## src/rtl/mem_copy_engine.sv

```systemverilog
// Block-copy engine that drives a single-port word RAM: one read cycle and one write cycle per word.
// Optional running checksum of the words read is enabled by defining MEMCPY_CHECKSUM_EN.
module mem_copy_engine #(
    parameter int unsigned LEN_W  = 6,
    parameter int unsigned ADDR_W = 32
) (
    input  logic              clk_i,
    input  logic              rst_i,
    input  logic              start_i,
    input  logic [ADDR_W-1:0] src_addr_i,
    input  logic [ADDR_W-1:0] dst_addr_i,
    input  logic [LEN_W-1:0]  len_i,
    output logic              busy_o,
    output logic              done_o,
    output logic              mem_we_o,
    output logic [ADDR_W-1:0] mem_addr_o,
    output logic [31:0]       mem_wdata_o,
    input  logic [31:0]       mem_rdata_i
`ifdef MEMCPY_CHECKSUM_EN
    ,
    output logic [31:0]       checksum_o
`endif
);

    typedef enum logic [1:0] {StIdle, StRead, StWrite, StDone} state_e;

    localparam logic [ADDR_W-1:0] AlignMask = ~ADDR_W'(3);

    state_e            state_q;
    logic [ADDR_W-1:0] src_q;
    logic [ADDR_W-1:0] dst_q;
    logic [LEN_W-1:0]  len_q;
    logic [LEN_W-1:0]  idx_q;
    logic              busy_q;
    logic              done_q;
    logic              we_q;
    logic [ADDR_W-1:0] addr_q;
    logic [31:0]       wdata_q;
`ifdef MEMCPY_CHECKSUM_EN
    logic [31:0]       checksum_q;
`endif

    logic [LEN_W-1:0]  idx_inc;
    logic [ADDR_W-1:0] word_off;
    logic [ADDR_W-1:0] next_off;
    logic [ADDR_W-1:0] src_aligned;

    assign idx_inc     = idx_q + 1'b1;
    assign word_off    = ADDR_W'({idx_q, 2'b00});
    assign next_off    = ADDR_W'({idx_inc, 2'b00});
    assign src_aligned = src_addr_i & AlignMask;

    // Addresses are set up one edge ahead so every mem_* output comes straight from a flop.
    always_ff @(posedge clk_i) begin
        if (rst_i) begin
            state_q    <= StIdle;
            src_q      <= '0;
            dst_q      <= '0;
            len_q      <= '0;
            idx_q      <= '0;
            busy_q     <= 1'b0;
            done_q     <= 1'b0;
            we_q       <= 1'b0;
            addr_q     <= '0;
            wdata_q    <= '0;
`ifdef MEMCPY_CHECKSUM_EN
            checksum_q <= '0;
`endif
        end else begin
            done_q <= 1'b0;
            we_q   <= 1'b0;
            unique case (state_q)
                StIdle: begin
                    if (start_i) begin
                        src_q      <= src_aligned;
                        dst_q      <= dst_addr_i & AlignMask;
                        len_q      <= len_i;
                        idx_q      <= '0;
                        busy_q     <= 1'b1;
`ifdef MEMCPY_CHECKSUM_EN
                        checksum_q <= '0;
`endif
                        if (len_i != '0) begin
                            state_q <= StRead;
                            addr_q  <= src_aligned;
                        end else begin
                            state_q <= StDone;
                            done_q  <= 1'b1;
                        end
                    end
                end
                StRead: begin
                    state_q    <= StWrite;
                    addr_q     <= dst_q + word_off;
                    wdata_q    <= mem_rdata_i;
                    we_q       <= 1'b1;
`ifdef MEMCPY_CHECKSUM_EN
                    checksum_q <= checksum_q + mem_rdata_i;
`endif
                end
                StWrite: begin
                    idx_q <= idx_inc;
                    if (idx_inc == len_q) begin
                        state_q <= StDone;
                        done_q  <= 1'b1;
                    end else begin
                        state_q <= StRead;
                        addr_q  <= src_q + next_off;
                    end
                end
                StDone: begin
                    state_q <= StIdle;
                    busy_q  <= 1'b0;
                end
                default: state_q <= StIdle;
            endcase
        end
    end

    assign busy_o      = busy_q;
    assign done_o      = done_q;
    assign mem_we_o    = we_q;
    assign mem_addr_o  = addr_q;
    assign mem_wdata_o = wdata_q;
`ifdef MEMCPY_CHECKSUM_EN
    assign checksum_o  = checksum_q;
`endif

endmodule

```

## config.mk

```make
export PLATFORM = sky130hd
export DESIGN_NAME = mem_copy_engine
export DESIGN_NICKNAME = d
export VERILOG_FILES = /design/src/rtl/mem_copy_engine.sv
export SDC_FILE = /design/constraint.sdc
export NUM_CORES = 1
export LEC_CHECK = 0
export ABC_AREA = 1
export CAP_MARGIN = 10
export CORE_ASPECT_RATIO = 0.9
export CORE_MARGIN = 4
export CORE_UTILIZATION = 45
export DETAILED_ROUTE_END_ITERATION = 7
export PLACE_DENSITY = 0.75
export SLEW_MARGIN = 20
export SYNTH_ARGS = -nofsm -noshare
export SYNTH_HDL_FRONTEND = slang
export SYNTH_SLANG_ARGS = --single-unit
```

## constraint.sdc

```tcl
create_clock -name clk_i -period 2.1 [get_ports clk_i]
set_input_delay 0.63 -clock clk_i [delete_from_list [all_inputs] [get_ports clk_i]]
set_output_delay 0.63 -clock clk_i [all_outputs]
set_load 0.01 [all_outputs]
```

Word-level counts from Yosys, hierarchy flattened
Cells that the tools add are included.
Widths: inputs -> output; s select.
{ "word_totals": {"reg_bits": 141, "latchBits": 0, "mem_bits_rw": 0, "mem_bits_ro": 0, "input_bits": 105, "word_cells": 46, "n_memories": 0} }
{ "op_classes": {"n_addsub": 3, "n_mul": 0, "div": 0, "magnitude_cmp": 0, "n_eq_ne": 7, "shifts": 0, "muxes": 17, "bitwise": 0, "n_reduce_logical": 9} }
{ "ops": {"columns": ["op", "n"], "rows": [
  ["$mux 32", 3],
  ["$pmux 32 s3", 1],
  ["$add 32x8->32", 2],
  ["$pmux 6 s2", 1],
  ["$pmux 2 s4", 1],
  ["$add 6x1->6 const B", 1],
  ["$eq 6x6->1", 1],
  ["$mux 2", 3],
  ["$mux 6", 1],
  ["$ne 2x2->1 const B", 3],
  ["$reduce_and 2->1", 3],
  ["$reduce_bool 6->1", 1],
  ["$mux 1", 5],
  ["$eq 2x2->1 const B", 2],
  ["$pmux 1 s2", 2],
  ["$reduce_and 4->1", 1],
  ["$reduce_bool 2->1", 2],
  ["$reduce_bool 3->1", 1],
  ["$eq 2x1->1 const B", 1],
  ["$logic_not 2->1", 1]
]} }

Depth between registers and ports, before layout
{ "logic_depth": {"depth_word": 4, "mapped_depth": 18, "depth_no_buf": 18} }

Worst setup path before layout
OpenSTA, ideal clock, no wires.
{ "synth_path": {"path_type": "register to register", "start": "reg idx_q[0]", "end": "reg addr_q[29] (netlist: mem_addr_o[29])", "setup_ns": 0.119, "t_arrival_ns": 2.173, "required_ns": 1.981, "path_slack_ns": -0.192, "stages_incl_launch_ff": 17, "period_less_slack_ns": 2.292, "cell_sequence": "dfxtp_1 > ha_1 > nand3_1 > xor2_2 > ha_1 > nand2_1 > nand2_1 > a21oi_1 > nand2_1 > nand2_1 > inv_1 > nand2_1 > nand2_1 > nand3_1 > nand3_1 > nand2_1 > a21oi_1"} }
{ "synth_between": {"elab_chain_cells": 4, "word_cells_on_any_way": 8, "classes_between": "add/sub (3); eq/ne (2); mux (2); reduce/logical (1)"} }
{ "synth_lines": {"columns": ["item", "line", "rtl"], "rows": [
  ["start: declaration", "33", "logic [LEN_W-1:0] idx_q;"],
  ["start signal: assignment", "102", "idx_q <= idx_inc;"],
  ["$add 6x1->6", "48", "assign idx_inc = idx_q + 1'b1;"],
  ["$add 32x8->32 or $eq 6x6->1 (tied branches)", "108, 103", null],
  ["$mux 32 or $ne 2x2->1 (tied branches)", null, null],
  ["$pmux 32 s3 or $reduce_and 4->1 (tied branches)", null, null],
  ["end signal: assignment", "85", "addr_q <= src_aligned;"],
  ["end signal: assignment", "94", "addr_q <= dst_q + word_off;"],
  ["end signal: assignment", "108", "addr_q <= src_q + next_off;"],
  ["end: declaration", "37", "logic [ADDR_W-1:0] addr_q;"]
]} }
Parallel ways exist; a longest one is shown, timed or not. The select of a mux whose other input is x is not followed.
A chain may end at the register's enable or synchronous reset.

Worst setup path after layout
{ "layout_path": {"start": "reg idx_q[0]", "end": "reg addr_q[27] (netlist: mem_addr_o[27])"} }
The elaborated chain is that of the path after synthesis.

==> out/qor.csv <==
stage,metric,value,unit
global_routing,antenna_found_initial,0,
routing,finalWirelength,26800,um
routing,first_pass_iters,8,
floorplan,core-area,16800,um2
cts,ctsLongestPathBuffers,2,
timing,rsz0062_at_grt,yes,
final_layout,final_nets,1565,
cts,htree_levels,4,
setup_path,worst_r2r_path_depth,16,
timing,final.period_utilization,112,%
final_layout,flow.area_growth_from_synthesis,48.2,%
hold_path,type_of_the_most_critical_hold_path,register to register,
pwr,power_switching,2.33,mW
outcome,run_status,"complete, but fails checks",
floorplan,die-height,132,um
floorplan,fp.dieArea,19300,um2
timing,worst_hold_slack,465,ps
timing,final_setup_margin,-248,ps
logic_synthesis,synthFlopType,dfxtp_1,
timing,layout_min_cycle_time,2350,ps
setup_path,worstSetupPathType,register to register,
pwr,power-per-cell-area,681,nW/um2
cts,clk_latency,430,ps
routing,vias,8956,
logic_synthesis,synthDominantAreaCellType,dfxtp_1,
timing,max_slew.worst_pin.slew,645,ps
final_layout,drive_gt1_share,19.4,%
logic_synthesis,netlist.area_leader.share,36.0,%
placed_design,numPortBuffers,165,
placed_design,place.gp.congestion,0.958,
logic_synthesis,yosysWarnings,0,
logic_synthesis,synth.yosys.seq_area_share,36.0,%
cts,clock_tree_root,clkbuf_16,
placed_design,dp_hpwl,18400,um
cts,cts_made_buffers,17,
setup_path,crit_fanout,6,
routing,antenna_violating_nets_post_route,0,
logic_synthesis,async_reset_ff_share,0,%
pwr,int_pwr,5.47,mW
hold_path,timing.hold.worst_path_depth,2,
cts,cts_tree,done,
logic_synthesis,synth_area_leaders,"dfxtp_1 36%, nand2_1 12%, nand3_1 9.5%, o21ai_0 9.1%, nor2_1 8.1%",
logic_synthesis,syn_inst,1211,
timing,finalSetupViolations,30,
timing,timing.max_slew.rel_slack,56.7,%
logic_synthesis,synth-edff-count,0,
routing,drc,0,
outcome,violated_checks,setup timing,
global_routing,grt_first_pass_wirelength,40000,um
timing,finalClockSkew,10.1,ps
timing,timing.final.max_slew_violations,0,
job,drv_cap,0,
cts,cts_num_sinks,139,
floorplan,effective_utilization_at_floorplan,45.9,%
setup_path,worst-endpoint-arrival,2710,ps
global_routing,first_global_vias,8104,
cts,cts.reportedPaths.clkPinSlew,60,ps
pwr,netSwitchingFraction,29.9,%
timing,final-hold-violation-count,0,
global_routing,gr-usage-all-layers,25.2,%
floorplan,floorplan.rows,45,
logic_synthesis,syn_avg_cell_area,6.38,um2
setup_path,worstSetupStartpointType,register,
pwr,leakage_dissipation,4.79,nW
floorplan,io_pins,172,
pwr,totalPowerFinal,7.80,mW
routing,routed_via_density,5.39,
logic_synthesis,netlist_area,7720,um2
setup_path,endpoint_kind,register,
floorplan,die_x,146,um
global_routing,grt_start_max_net_pins,61,
pwr,share_of_power_burned_in_the_clock_network,39.5,%
final_layout,total_inserted_antenna_cells,0,
setup_path,crit_required,2460,ps
global_routing,grt_remaining_overflow,0,
pwr,power_frac_seq,39.3,%
routing,routed_wire_length_per_instance,16.1,um
logic_synthesis,ys_ff_latch,139,
setup_path,worst-r2r-setup-slack,-250,ps
pwr,vdd_ir_drop_max,0.000574,V
routing,detailed_route_iter0_violations,948,
logic_synthesis,netlist-cell-type-count,29,
pwr,comb_power_share,21.2,%
timing,max_freq,426,MHz
-- cells in the final DEF (no fill, tap or decap), types with 3 or more instances in the layout --
master / netlist / routed
nor2_2: 13 / 15
dfxtp_1: 139 / 134
a21oi_1: 106 / 95
dfxtp_2: 0 / 3
nor2_4: 0 / 5
ha_2: 0 / 3
clkinv_4: 0 / 3
nor3_1: 20 / 19
nand2_4: 0 / 18
a21oi_2: 3 / 12
o21ai_2: 0 / 3
nand4_1: 6 / 6
inv_6: 0 / 4
ha_1: 19 / 9
buf_6: 3 / 4
clkbuf_16: 0 / 18
ha_4: 0 / 7
nand3_2: 2 / 30
or2_2: 7 / 7
inv_1: 126 / 116
nand3_1: 146 / 115
clkinvlp_4: 0 / 3
nand2_1: 241 / 204
xor2_1: 5 / 5
o21ai_0: 141 / 124
o21ai_1: 1 / 14
nand2_2: 5 / 24
buf_4: 4 / 88
buf_12: 0 / 6
inv_2: 2 / 10
nor2_1: 167 / 160
clkdlybuf4s50_1: 0 / 165
nand3_4: 0 / 3
-- through the flow --
stage	cells	area (um2)	setup slack (ps)	utilization [%]	TNS [ps]
global route	1663	11400	-327	68.0	-7210
floorplan	1212	7770	30.6	-	0
detailed placement	1613	10100	-228	60.1	-5280
CTS	1655	11100	-133	65.8	-1860
finish	1663	11400	-248	68.0	-4170
global placement	1613	10100	-196	60.1	-4780
-- flip-flops by register name, summed over array words and instances (netlist names) --
register,count
mem_we_o,1
src_q,30
done_o,1
busy_o,1
mem_addr_o,30
state_q,2
dst_q,30
idx_q,6
len_q,6
mem_wdata_o,32
-- power groups by stage --
| stage | clock network [mW] | logic (mW) | registers [mW] |
|---|---|---|---|
| 5_1_grt | 3.23 | 1.80 | 3.10 |
| 3_5_place_dp | 0 | 1.52 | 3.11 |
| 2_1_floorplan | 0 | 0.726 | 3.13 |
| 4_1_cts | 3.11 | 1.56 | 3.06 |
| 6_report | 3.08 | 1.65 | 3.07 |
| 3_3_place_gp | 0 | 1.50 | 3.10 |
-- routing by layer --
metal  GRT usage [%]  vias to the layer above  wire length (um)  part of all wire [%]
li1                -                     4397                 -                     -
met1            34.7                     4050             11800                    44
met2            39.4                      417             12000                    45
met3            6.08                       92              2190                   8.2
met4            7.78                        0               864                   3.2
met5               0                        -                 0                     0
-- worst paths after layout --
kind	startpoint	to
setup reg to reg	idx_q[0]	mem_addr_o[27]
hold reg to reg	mem_addr_o[23]	mem_addr_o[23]
setup / recovery	idx_q[0]	mem_addr_o[27]
hold / removal	mem_addr_o[23]	mem_addr_o[23]
-- cells in the mapped netlist (all sizes together) (7+ instances only) --
cell    number
or2          7
nor3        20
nand2      246
buf         17
dfxtp      139
inv        128
nand3      148
ha          19
nor2       180
o21ai      142
clkbuf      39
a21oi      109
-- layout make-up --
class,count,area (um2)
clock buffers,18,439
clock inverters,14,160
fillers,1416,5390
inverters,128,485
multi-input cells,889,4800
flip-flops and latches,139,2790
well taps,211,264
repair buffers,264,2500
-- kinds of logic (layout without fill, tap and decap cells) --
group / after synthesis / in the layout / synth area share, %
AND/OR/NAND/NOR: 607 / 607 / 33.3
XOR/XNOR: 6 / 6 / 0.777
buffers and inverters: 184 / 424 / 9.60
other: 1 / 2 / 0.0485
flip-flops: 139 / 139 / 36.0
adder cells (fa/ha/maj): 21 / 21 / 3.60
AO/OA/AOI/OAI: 253 / 253 / 16.6
-- worst max-delay path, stage by stage, from the launching register on --
cell and delay, ps:
dfxtp_4 410, ha_4 180, nand3_4 100, xor2_4 190, ha_4 300, nand2_4 70
nor2_4 130, nand2_2 90, nand3_4 140, nand2_4 80, nand2_4 100, nand2_1 50
nand2_1 70, nand3_2 80, nand3_2 90, nand2_1 50, a21oi_1 110
-- what timing repair did --
| action | in CTS | in global routing |
|---|---|---|
| gates cloned | 0 | 1 |
| hold buffers | 0 | 0 |
| setup buffers | 10 | 7 |
| endpoints found under the setup margin | 26 | 30 |
| gates resized for setup | 70 | 86 |
| pin swaps | 31 | 39 |
(Power assumes the default switching activity.)
